==> config.mk <==
export PLATFORM = sky130hd
export DESIGN_NAME = sp_inst_fetch
export DESIGN_NICKNAME = d
export VERILOG_FILES = /design/src/rtl/sp_inst_fetch.sv
export SDC_FILE = /design/constraint.sdc
export NUM_CORES = 1
export LEC_CHECK = 0
export ABC_AREA = 1
export CORE_MARGIN = 2
export CORE_UTILIZATION = 59
export CTS_BUF_LIST = sky130_fd_sc_hd__clkbuf_8
export DETAILED_ROUTE_END_ITERATION = 10
export PLACE_DENSITY = 0.81
export SYNTH_ARGS = -nofsm -noshare
export SYNTH_HDL_FRONTEND = slang
export SYNTH_SLANG_ARGS = --single-unit
==> constraint.sdc <==
create_clock -name clk -period 4 [get_ports clk]
set_input_delay 0.8 -clock clk [delete_from_list [all_inputs] [get_ports clk]]
set_output_delay 0.8 -clock clk [all_outputs]
set_load 0.02 [all_outputs]
==> src/rtl/sp_inst_fetch.sv <==
// Instruction fetch/issue stage: walks the PC, prefetches into a small FIFO and streams words to the core.
// Optional SP_FETCH_PERF_EN adds stall_cnt / bp_cnt performance counters.
module sp_inst_fetch #(
  parameter int ADDR_W   = 12,
  parameter int DEPTH    = 4,
  parameter int EXEC_NUM = 3700
) (
  input  logic              clk,
  input  logic              rst,
  input  logic              start,
  output logic              imem_re,
  output logic [ADDR_W-1:0] imem_addr,
  input  logic [31:0]       imem_rdata,
  output logic              inst_valid,
  input  logic              inst_ready,
  output logic [31:0]       inst_data,
  output logic [ADDR_W-1:0] inst_pc,
  output logic              busy,
  output logic              done
`ifdef SP_FETCH_PERF_EN
  ,
  output logic [31:0]       stall_cnt,
  output logic [31:0]       bp_cnt
`endif
);

  // Sized so EXEC_NUM+1 fits, keeping accepted+pop free of wrap.
  localparam int CNT_W = $clog2(EXEC_NUM + 2);
  localparam int PTR_W = (DEPTH > 1) ? $clog2(DEPTH) : 1;
  localparam int OCC_W = PTR_W + 2;
  localparam logic [CNT_W-1:0] EXEC_LIM = CNT_W'(EXEC_NUM);
  localparam logic [OCC_W-1:0] DEPTH_LIM = OCC_W'(DEPTH);

  typedef enum logic [1:0] {
    S_IDLE  = 2'd0,
    S_FETCH = 2'd1,
    S_DRAIN = 2'd2
  } state_t;

  state_t             state;
  state_t             state_nxt;
  logic [ADDR_W-1:0]  pc;
  logic [CNT_W-1:0]   issued;
  logic [CNT_W-1:0]   accepted;
  logic               inflight;
  logic [ADDR_W-1:0]  inflight_pc;
  logic [PTR_W-1:0]   wr_ptr;
  logic [PTR_W-1:0]   rd_ptr;
  logic [PTR_W:0]     count;
  logic [31:0]        fifo_data [DEPTH];
  logic [ADDR_W-1:0]  fifo_pc   [DEPTH];

  logic               issue;
  logic               start_ok;
  logic               done_set;
  logic               push;
  logic               pop;
  logic [OCC_W-1:0]   occupancy;
  logic [CNT_W-1:0]   accepted_nxt;

  assign push         = inflight;
  assign pop          = inst_valid && inst_ready;
  assign occupancy    = OCC_W'(count) + OCC_W'(inflight);
  assign accepted_nxt = accepted + CNT_W'(pop);

  always_comb begin
    state_nxt = state;
    issue     = 1'b0;
    start_ok  = 1'b0;
    done_set  = 1'b0;
    case (state)
      S_IDLE: begin
        if (start) begin
          start_ok  = 1'b1;
          state_nxt = S_FETCH;
        end
      end
      S_FETCH: begin
        if (issued == EXEC_LIM) begin
          state_nxt = S_DRAIN;
        end else if (occupancy < DEPTH_LIM) begin
          issue = 1'b1;
        end
      end
      S_DRAIN: begin
        // Leave on the edge that accepts the final word so done follows it directly.
        if (accepted_nxt == EXEC_LIM) begin
          state_nxt = S_IDLE;
          done_set  = 1'b1;
        end
      end
      default: state_nxt = S_IDLE;
    endcase
  end

  always_ff @(posedge clk) begin
    if (rst) begin
      state       <= S_IDLE;
      pc          <= '0;
      issued      <= '0;
      accepted    <= '0;
      inflight    <= 1'b0;
      inflight_pc <= '0;
      wr_ptr      <= '0;
      rd_ptr      <= '0;
      count       <= '0;
      done        <= 1'b0;
    end else begin
      state    <= state_nxt;
      done     <= done_set;
      inflight <= issue;
      if (issue) begin
        inflight_pc <= pc;
      end
      if (start_ok) begin
        pc       <= '0;
        issued   <= '0;
        accepted <= '0;
      end else begin
        if (issue) begin
          pc     <= pc + ADDR_W'(1);
          issued <= issued + CNT_W'(1);
        end
        if (pop) begin
          accepted <= accepted_nxt;
        end
      end
      if (push) begin
        wr_ptr <= wr_ptr + PTR_W'(1);
      end
      if (pop) begin
        rd_ptr <= rd_ptr + PTR_W'(1);
      end
      case ({push, pop})
        2'b10:   count <= count + (PTR_W+1)'(1);
        2'b01:   count <= count - (PTR_W+1)'(1);
        default: count <= count;
      endcase
    end
  end

  // Storage needs no reset; a read landing during rst is dropped here.
  always_ff @(posedge clk) begin
    if (push && !rst) begin
      fifo_data[wr_ptr] <= imem_rdata;
      fifo_pc[wr_ptr]   <= inflight_pc;
    end
  end

  assign imem_re    = issue;
  assign imem_addr  = pc;
  assign inst_valid = (count != '0);
  assign inst_data  = inst_valid ? fifo_data[rd_ptr] : 32'd0;
  assign inst_pc    = inst_valid ? fifo_pc[rd_ptr] : '0;
  assign busy       = (state != S_IDLE);

`ifdef SP_FETCH_PERF_EN
  always_ff @(posedge clk) begin
    if (rst || start_ok) begin
      stall_cnt <= '0;
      bp_cnt    <= '0;
    end else if (busy) begin
      if (!inst_valid) begin
        stall_cnt <= stall_cnt + 32'd1;
      end
      if (inst_valid && !inst_ready) begin
        bp_cnt <= bp_cnt + 32'd1;
      end
    end
  end
`endif

endmodule
==> metrics, run 1 <==
antenna violations before repair=0; largest net degree at the start of global routing=89; Final Hold Vio Count=0; Setup crit end kind=output port; CTS root buf=clkbuf_8; remaining global-route overflow=0; Post-CTS Setup Inserts=0; Cell Area, Synth=9816 sq um; syn nets=999; total power=6.808 mW; Yosys reg bits=237; Final min period=3.620 ns; worst slew pin tran=0.9348 ns; Crit path max-delay family=buffers and inverters; DR DRC count=0; TritonCTS clock tree=done; setup TNS=0 ns; CP Buf/Inv Count=2; vias per cell=5.420; drt pass-1 iters=4; htree depth=2; Num CTS Buffers=37; Die Area=17,690 sq um; Synth Warn #=0; post-CTS sizing=0; Max-Cap Viols=0; Clock Latency Late Sink=0.51 ns; reg2reg path depth=15; reg-to-reg critical path startpoint=count[0]; Pwr Density=580.1 nW/um^2; crit path kind=reg -> out; Die Wd=133.0 microns; Cells after Synth=953; Post-Route Skew=0.008510 ns; cts hold-fix bufs=0; clock sinks=237; delay of the slowest critical-path stage=0.66 ns; first-pass GRT wire length=33,110 microns; share of layout cells above drive strength 1=7.565%; Area contributors post-synth=edfxtp_1 54%, dfxtp_1 12%, nor2_1 8.3%; Worst-path clk slew=0.05 ns; # IOs=96; Cell Chain, Critical Path=buf_4 > nor2_1 > nor2_1 > o21ai_0 > a21oi_1 > clkdlybuf4s50_1; Finished Cell Area=11,740 sq um; post-route ant nets=0; worst hold path class=reg -> reg; number of library cell types mapped by synthesis=34; r2r endpoint=state[1]; WP data arrival=2.82 ns; port buffer count=95; Worst Hold Depth=1; Rows=47; gpl congestion=0.8625; Yosys top cell by area=edfxtp_1; WP depth=6; Leak=4.124 nW; Clock Tree Buf Depth=3; area grow syn2layout=19.57%; Seq/Total Area, Yosys=66.28%; Hold Worst Slack=0.4659 ns; Iter 0 DRT Violations=566; status=finished clean; placed cell area=11,000 sq um; vias post-DR=7,068; Max IR drop VDD=0.0003016 V; RSZ-0062 raised after global routing=no; Mapped Avg Cell Area=10.30 sq um; fin nets=1,104; Req. time, crit path=3.20 ns; vias in the first global route=6,768; Slew HR=37.68%; die height=133.0 microns; GRT Resource Usage Total=23.58%; Initial Util=59.83%; maximum fanout along the worst path=88; Highest Clock Rate=0.2762 GHz; crit path launch type=register; Period Utilization, post-route=90.50%; Wirelength per Cell=15.68 microns; Final Max Tran Viols=0; CP max stage cell=buf_4; setup violators final=0; Crit path top cell by count=nor2_1; r2r setup slk=1.74 ns; Final HPWL DP=12,010 microns; Synth top area share=53.84%; hold path startpoint=rd_ptr[0]; Antenna diodes=0; final WL=20,450 microns; Core Area=16,410 sq um; Final Core Density=71.53%
## cells by family after synthesis
family / Yosys count / share of synthesized area (%)
XOR/XNOR: 19 / 1.695
buffers and inverters: 113 / 4.691
flip-flops: 237 / 66.28
adder cells (fa/ha/maj): 10 / 1.351
AO/OA/AOI/OAI: 217 / 11.15
AND/OR/NAND/NOR: 357 / 14.82
## metal layers
metal	track usage [%]	vias to the layer above	part of all wire, %
met2	38.92	253	48
met3	5.057	48	7.2
met5	0	-	0
li1	-	3458	-
met1	31.35	3309	43
met4	7.945	0	2.5
## power breakdown
| group | total, mW | internal [mW] | switching, mW |
|---|---|---|---|
| clock network | 1.99 | 1.11 | 0.878 |
| registers | 2.81 | 2.74 | 0.0685 |
| logic | 2.01 | 0.750 | 1.26 |
| total | 6.81 | 4.60 | 2.21 |
## state kept, by name (all words and copies together), names as in the netlist, 3 cells and up, named ones only
register / count
imem_addr: 12
issued: 12
inflight_pc: 12
count: 3
fifo_data: 128
fifo_pc: 48
accepted: 12
## cell type report
| class | count | area [sq um] |
|---|---|---|
| fillers | 1143 | 4671 |
| inverters | 68 | 255.2 |
| repair buffers | 111 | 1084 |
| well taps | 220 | 275.3 |
| flip-flops and latches | 237 | 6507 |
| clock inverters | 22 | 143.9 |
| multi-input cells | 603 | 2879 |
| clock buffers | 43 | 591.8 |
## cell usage in the layout, fill, tap and decap left out, types with 2 or more instances in the layout
cell type	instances
nor2_1	214
edfxtp_1	176
o21ai_0	118
a21oi_1	95
clkdlybuf4s50_1	95
nand2_1	91
inv_1	76
dfxtp_1	60
clkbuf_8	43
nand3_1	23
xor2_1	15
buf_4	15
ha_1	9
nand4_1	6
clkinv_1	6
nor3_1	6
nor2_4	5
xnor2_1	4
nor4_1	3
clkinv_2	3
inv_2	2
o21bai_1	2
bufinv_16	2
## stage by stage
step / worst slack (ns) / instances
detailed placement: 0.9088 / 1239
global placement: 0.9971 / 1239
global route: 0.1494 / 1304
floorplan: 0.4949 / 953
finish: 0.3800 / 1304
CTS: 0.3828 / 1304
## synthesized netlist by cell type, drive strengths merged
cell / number
o21ai: 119
o21bai: 2
or2: 1
nand3b: 1
inv: 66
a21oi: 96
nor4: 4
xnor2: 4
clkinv: 2
edfxtp: 176
xor2: 15
nor2: 220
clkbuf: 28
buf: 17
nand4: 7
dfxtp: 61
nor3: 7
nand3: 24
ha: 9
nand2: 93
fa: 1
## worst max-delay path by stage
stage	startpoint	end
6_report	register	inst_pc[5]
2_1_floorplan	rst	fifo_data[0][0]
3_3_place_gp	register	inst_data[1]
3_5_place_dp	register	inst_pc[5]
4_1_cts	register	inst_pc[5]
5_1_grt	register	inst_data[11]
Note: power is estimated with default switching activity, not from simulation.
==> inputs of run 2 (changes only) <==
--- a/config.mk
+++ b/config.mk
@@ -6,6 +6,7 @@
 export NUM_CORES = 1
 export LEC_CHECK = 0
 export ABC_AREA = 1
+export CORE_ASPECT_RATIO = 0.6
 export CORE_MARGIN = 2
 export CORE_UTILIZATION = 59
 export CTS_BUF_LIST = sky130_fd_sc_hd__clkbuf_8
==> run 2 against run 1 <==
Against the previous run:
- cell count decreased by 0.23%
- clock skew grew 0.0081 ns
- global-route usage up 0.13 points
- highest routed layer unchanged
- clock power shrank 13%
- sequential share of layout area increased by 0.57 points
- fmax grew 2.3%
- via count decreased by 1.1%
- setup slack gained 0.083 ns
- non-clock buffer count fell by 1
- design area down 1.0%
- count of clock-buffer cells in the layout down 5
==> metrics, run 2 (synthesized netlist as in run 1, its figures left out) <==
Die Wd=170.5 microns (+28%); crit path launch type=register; GRT Resource Usage Total=23.71% (+0.13 points); Final HPWL DP=12,770 microns (+6.4%); Wirelength per Cell=16.05 microns (+2.3%); Final Core Density=71.45% (-0.087 points); fillers=1,156 (+1.1%); Max IR drop VDD=0.0004166 V (+38%); Cell Chain, Critical Path=clkinv_1 > buf_4 > nor2_1 > o21ai_0 > a21oi_1 > clkdlybuf4s50_1; vias per cell=5.375 (-0.83%); port buffer count=95 (unchanged); area grow syn2layout=18.36%; worst hold path class=reg -> reg; Rows=36 (-23%); Worst Hold Depth=2 (+1); Clock Latency Late Sink=0.51 ns (about the same); Final min period=3.537 ns (-0.08275 ns); Die Area=17,720 sq um (+0.19%); reg-to-reg critical path startpoint=count[0]; largest net degree at the start of global routing=63 (-29%); Num CTS Buffers=34 (-8.1%); maximum fanout along the worst path=44 (-50%); Core Area=16,260 sq um (-0.89%); Worst Hold Endpoint=issued[11]; Clock Tree Buf Depth=3 (unchanged); post-CTS sizing=0 (unchanged); worst slew pin tran=0.6772 ns (-0.2577 ns); hold path startpoint=issued[11]; DR DRC count=0 (unchanged); TritonCTS clock tree=done; vias post-DR=6,993 (-1.1%); setup TNS=0 ns (unchanged); r2r endpoint=count[2]; first-pass GRT wire length=33,440 microns (+1.0%); number of flip-flops in the largest register=128 (unchanged); Final Hold Vio Count=0 (unchanged); Highest Clock Rate=0.2827 GHz (+2.3%); gpl congestion=0.9169 (+6.3%); die height=103.9 microns (-22%); # IOs=96 (unchanged); Max-Cap Viols=0 (unchanged); Period Utilization, post-route=88.43% (-2.1 points); htree depth=2 (unchanged); Initial Util=60.36% (+0.54 points); crit path kind=reg -> out; Post-Route Skew=0.01657 ns (+0.008058 ns); Antenna diodes=0 (unchanged); setup violators final=0 (unchanged); Slew HR=54.86% (+17 points); Leak=4.045 nW (-1.9%); reg2reg path depth=11 (-4); status=finished clean; Final Max Tran Viols=0 (unchanged); Setup crit end kind=output port; Biggest register=fifo_data; CTS root buf=clkbuf_8; final WL=20,880 microns (+2.1%); remaining global-route overflow=0 (unchanged); Post-CTS Setup Inserts=0 (unchanged); clock sinks=237 (unchanged); antenna violations before repair=0 (unchanged); Iter 0 DRT Violations=576 (+1.8%); Seq. cell area=6507 sq um (unchanged); r2r setup slk=1.73 ns (about the same); Worst-path clk slew=0.06 ns (about the same); drt pass-1 iters=5 (+1); delay of the slowest critical-path stage=0.66 ns (about the same); multi-input logic area=2879 sq um (unchanged); top flop regs=fifo_data x128, fifo_pc x48; fin nets=1,100 (-0.36%); CP max stage cell=clkdlybuf4s50_1; Req. time, crit path=3.20 ns (about the same); vias in the first global route=6,603 (-2.4%); post-route ant nets=0 (unchanged); Pwr Density=566.7 nW/um^2 (-2.3%); cts hold-fix bufs=0 (unchanged); RSZ-0062 raised after global routing=no; share of layout cells above drive strength 1=6.990% (-0.57 points); commonest non-fill, non-tap cell in the layout=nor2_1; WP data arrival=2.74 ns (-0.08 ns); commonest non-fill, non-tap cells in the layout=214 x nor2_1, 176 x edfxtp_1, 118 x o21ai_0
run 2: changes by cell type in the layout (fill, tap and decap cells not counted), sizes merged:
cell	before	now
bufinv	2	0
clkinvlp	0	2
clkinv	9	5
clkbuf	43	38
inv	79	78
buf	16	15
run 2: per-stage QoR:
stage	cells	instance area, sq um	power, mW	hold slack (ns)	setup WS, ns
2_1_floorplan	953	9816	4.039	0.4390	0.4949
3_3_place_gp	1246	11020	4.867	0.4507	1.020
3_5_place_dp	1246	11020	4.897	0.4609	1.008
4_1_cts	1301	11620	6.625	0.4777	0.4724
5_1_grt	1301	11620	6.916	0.5073	0.3425
6_report	1301	11620	6.584	0.4772	0.4627
run 2: where the power goes:
group          internal (mW)  switching [mW]  leakage, nW
Clock                  0.869           0.864        0.346
Sequential              2.74          0.0746         2.09
Combinational          0.753            1.28         1.61
run 2: routing by layer:
metal  global-route usage (%)  routed length, microns
met1                    36.69                    9719
met5                        0                       0
met4                    6.166                     328
met2                    34.07                    9211
met3                    5.289                    1624
run 2: how the worst max path moves through the flow:
stage                      end  depth (start not counted)  slack, ns        from
6_report            inst_pc[0]                          6       0.46    register
5_1_grt             inst_pc[0]                          6       0.34    register
4_1_cts             inst_pc[0]                          6       0.47    register
3_5_place_dp          count[2]                         10       1.01  inst_ready
3_3_place_gp          count[2]                         10       1.02  inst_ready
2_1_floorplan  fifo_data[0][0]                          4       0.49         rst
run 2: worst max-delay path, delay by kind of cell (launching register included):
| kind | cells | cell delay, ns |
|---|---|---|
| buffers and inverters | 3 | 1.12 |
| DFF | 1 | 0.54 |
| AOI/OAI and AO/OA | 2 | 0.35 |
| and+or+nand+nor | 1 | 0.19 |
run 2: cell type report:
type | count | area share (%)
tap | 228 | 2.456
multi-input combinational | 603 | 24.78
timing repair buffer | 110 | 9.370
clock buffer | 38 | 4.502
sequential | 237 | 56.02
clock inverter | 17 | 0.6785
inverter | 68 | 2.197
==> inputs of run 3 (changes only) <==
--- a/config.mk
+++ b/config.mk
@@ -10,8 +10,9 @@
 export CORE_MARGIN = 2
 export CORE_UTILIZATION = 59
 export CTS_BUF_LIST = sky130_fd_sc_hd__clkbuf_8
+export CTS_CLUSTER_DIAMETER = 120
 export DETAILED_ROUTE_END_ITERATION = 10
-export PLACE_DENSITY = 0.81
+export PLACE_DENSITY = 0.82
 export SYNTH_ARGS = -nofsm -noshare
 export SYNTH_HDL_FRONTEND = slang
 export SYNTH_SLANG_ARGS = --single-unit
==> run 3 against run 2 <==
Against the previous run:
- sequential cell count unchanged
- core utilization up 0.42 points
- clock power up 5%
- worst hold slack about the same
- die area unchanged
- setup slack worse by 0.14 ns
- count of clock-buffer cells in the layout up 2
- non-clock buffer count up 4
- clock skew up 0.0044 ns
- first-iteration DRC count up 27%
- via count up 0.96%
- cell count up 0.92%
- largest cell class unchanged
==> metrics, run 3 (synthesized netlist as in run 1, its figures left out) <==
status=finished clean; crit path launch type=register; CP max stage cell=dfxtp_2; Final HPWL DP=12,610 microns (-1.2%); vias post-DR=7,060 (+0.96%); post-CTS sizing=0 (unchanged); maximum fanout along the worst path=50 (+14%); final WL=20,670 microns (-1.0%); Clk pwr share=27.3% (+1.0 points); Leak=4.110 nW (+1.6%); share of layout cells above drive strength 1=7.465% (+0.48 points); port buffer count=95 (unchanged); commonest non-fill, non-tap cells in the layout=214 x nor2_1, 176 x edfxtp_1, 118 x o21ai_0; remaining global-route overflow=0 (unchanged); clock sinks=237 (unchanged); Initial Util=60.36% (unchanged); Clock Latency Late Sink=0.51 ns (about the same); Final Hold Vio Count=0 (unchanged); crit path kind=reg -> out; first-pass GRT wire length=33,010 microns (-1.3%); Max IR drop VDD=0.0003583 V (-14%); Final Core Density=71.87% (+0.42 points); Num CTS Buffers=35 (+2.9%); Slew HR=56.59% (+1.7 points); reg2reg path depth=15 (+4); WP depth=5 (-1); Switching Fraction=33.72% (-0.038 points); Core Area=16,260 sq um (unchanged); DR DRC count=0 (unchanged); Setup crit end kind=output port; Seq pwr share=42.7% (about the same); gpl congestion=0.8685 (-5.3%); CTS root buf=clkbuf_8; setup TNS=0 ns (unchanged); worst hold path class=reg -> reg; Pwr Density=569.7 nW/um^2 (+0.53%); drt pass-1 iters=5 (unchanged); Rows=36 (unchanged); TritonCTS clock tree=done; Period Utilization, post-route=91.92% (+3.5 points); cts hold-fix bufs=0 (unchanged); Sw Pwr=2.245 mW (+1.0%); Int Power=4.413 mW (+1.2%); Cell Chain, Critical Path=inv_2 > buf_12 > o21ai_0 > a21oi_1 > clkdlybuf4s50_1; Post-CTS Setup Inserts=0 (unchanged); Finished Cell Area=11,690 sq um (+0.59%); Iter 0 DRT Violations=730 (+27%); Antenna diodes=0 (unchanged); Final min period=3.677 ns (+0.1397 ns); setup violators final=0 (unchanged); fin nets=1,105 (+0.45%); Req. time, crit path=3.20 ns (about the same); vias per cell=5.377 (about the same); # IOs=96 (unchanged); CP Buf/Inv Count=3 (unchanged); die height=103.9 microns (unchanged); Max-Cap Viols=0 (unchanged); Comb power frac=30.1% (-0.8 points); post-route ant nets=0 (unchanged); Wirelength per Cell=15.74 microns (-1.9%); delay of the slowest critical-path stage=0.69 ns (+0.03 ns); htree depth=2 (unchanged); area grow syn2layout=19.06%; vias in the first global route=6,521 (-1.2%); antenna violations before repair=0 (unchanged); Final Max Tran Viols=0 (unchanged); fillers=1,130 (-2.2%); placed cell area=11,030 sq um (+0.16%); number of flip-flops in the largest register=128 (unchanged); Die Area=17,720 sq um (unchanged); Post-Route Skew=0.02094 ns (+0.004374 ns); Biggest register=fifo_data; commonest non-fill, non-tap cell in the layout=nor2_1; top flop regs=fifo_data x128, fifo_pc x48; Worst-path clk slew=0.06 ns (about the same); GRT Resource Usage Total=23.39% (-0.32 points); Hold Worst Slack=0.4773 ns (+0.00006400 ns); RSZ-0062 raised after global routing=no; Clock Tree Buf Depth=3 (unchanged); largest net degree at the start of global routing=51 (-19%); Worst Hold Depth=2 (unchanged); Die Wd=170.5 microns (unchanged); worst slew pin tran=0.6511 ns (-0.02602 ns); WP data arrival=2.88 ns (+0.14 ns); Crit path max-delay family=buffers and inverters; Highest Clock Rate=0.2720 GHz (-3.8%)
[run 3: cell types whose count changed in the layout (fill, tap and decap cells not counted)]
cell | before | now
buf_4 | 13 | 18
buf_12 | 2 | 1
clkbuf_8 | 38 | 40
inv_4 | 0 | 1
inv_1 | 75 | 81
clkinv_2 | 2 | 1
[run 3: final cells by class]
| type | count | area [sq um] | share of cell area, % |
|---|---|---|---|
| clock buffer | 40 | 550.5 | 4.711 |
| clock inverter | 23 | 102.6 | 0.8779 |
| sequential | 237 | 6507 | 55.69 |
| tap | 228 | 285.3 | 2.441 |
| multi-input combinational | 603 | 2879 | 24.64 |
| inverter | 68 | 255.2 | 2.184 |
| timing repair buffer | 114 | 1106 | 9.465 |
[run 3: worst min-delay path, cell delays in order, from the launching register on]
cell and delay, ns:
dfxtp_1 0.30, inv_1 0.07, a21oi_1 0.06
[run 3: worst paths after layout]
check | slack (ns) | end | startpoint
worst max-delay path | 0.32 | inst_data[15] | register
worst min-delay path | 0.48 | rd_ptr[1] | rd_ptr[1]
worst max register to register | 1.77 | state[1] | count[0]
worst min register to register | 0.48 | rd_ptr[1] | rd_ptr[1]
[run 3: metal layers]
layer	track usage [%]	wire [microns]
met5	0	0
met4	6.410	297
met3	4.528	1363
met2	35.28	9340
met1	35.02	9665
[run 3: power by group through the flow]
stage	clock [mW]	combinational (mW)	sequential, mW
floorplan	0	1.20	2.84
global placement	0	1.95	2.89
detailed placement	0	1.99	2.89
CTS	1.85	2.01	2.84
global route	1.96	2.17	2.85
finish	1.81	2.00	2.84
[run 3: metrics by stage]
step	total power, mW	worst slack [ns]	std cells
after global placement	4.840	1.004	1250
after floorplan	4.039	0.4949	953
after detailed placement	4.881	0.8271	1250
after global routing	6.982	0.09171	1313
final	6.658	0.3231	1313
after CTS	6.701	0.2802	1313
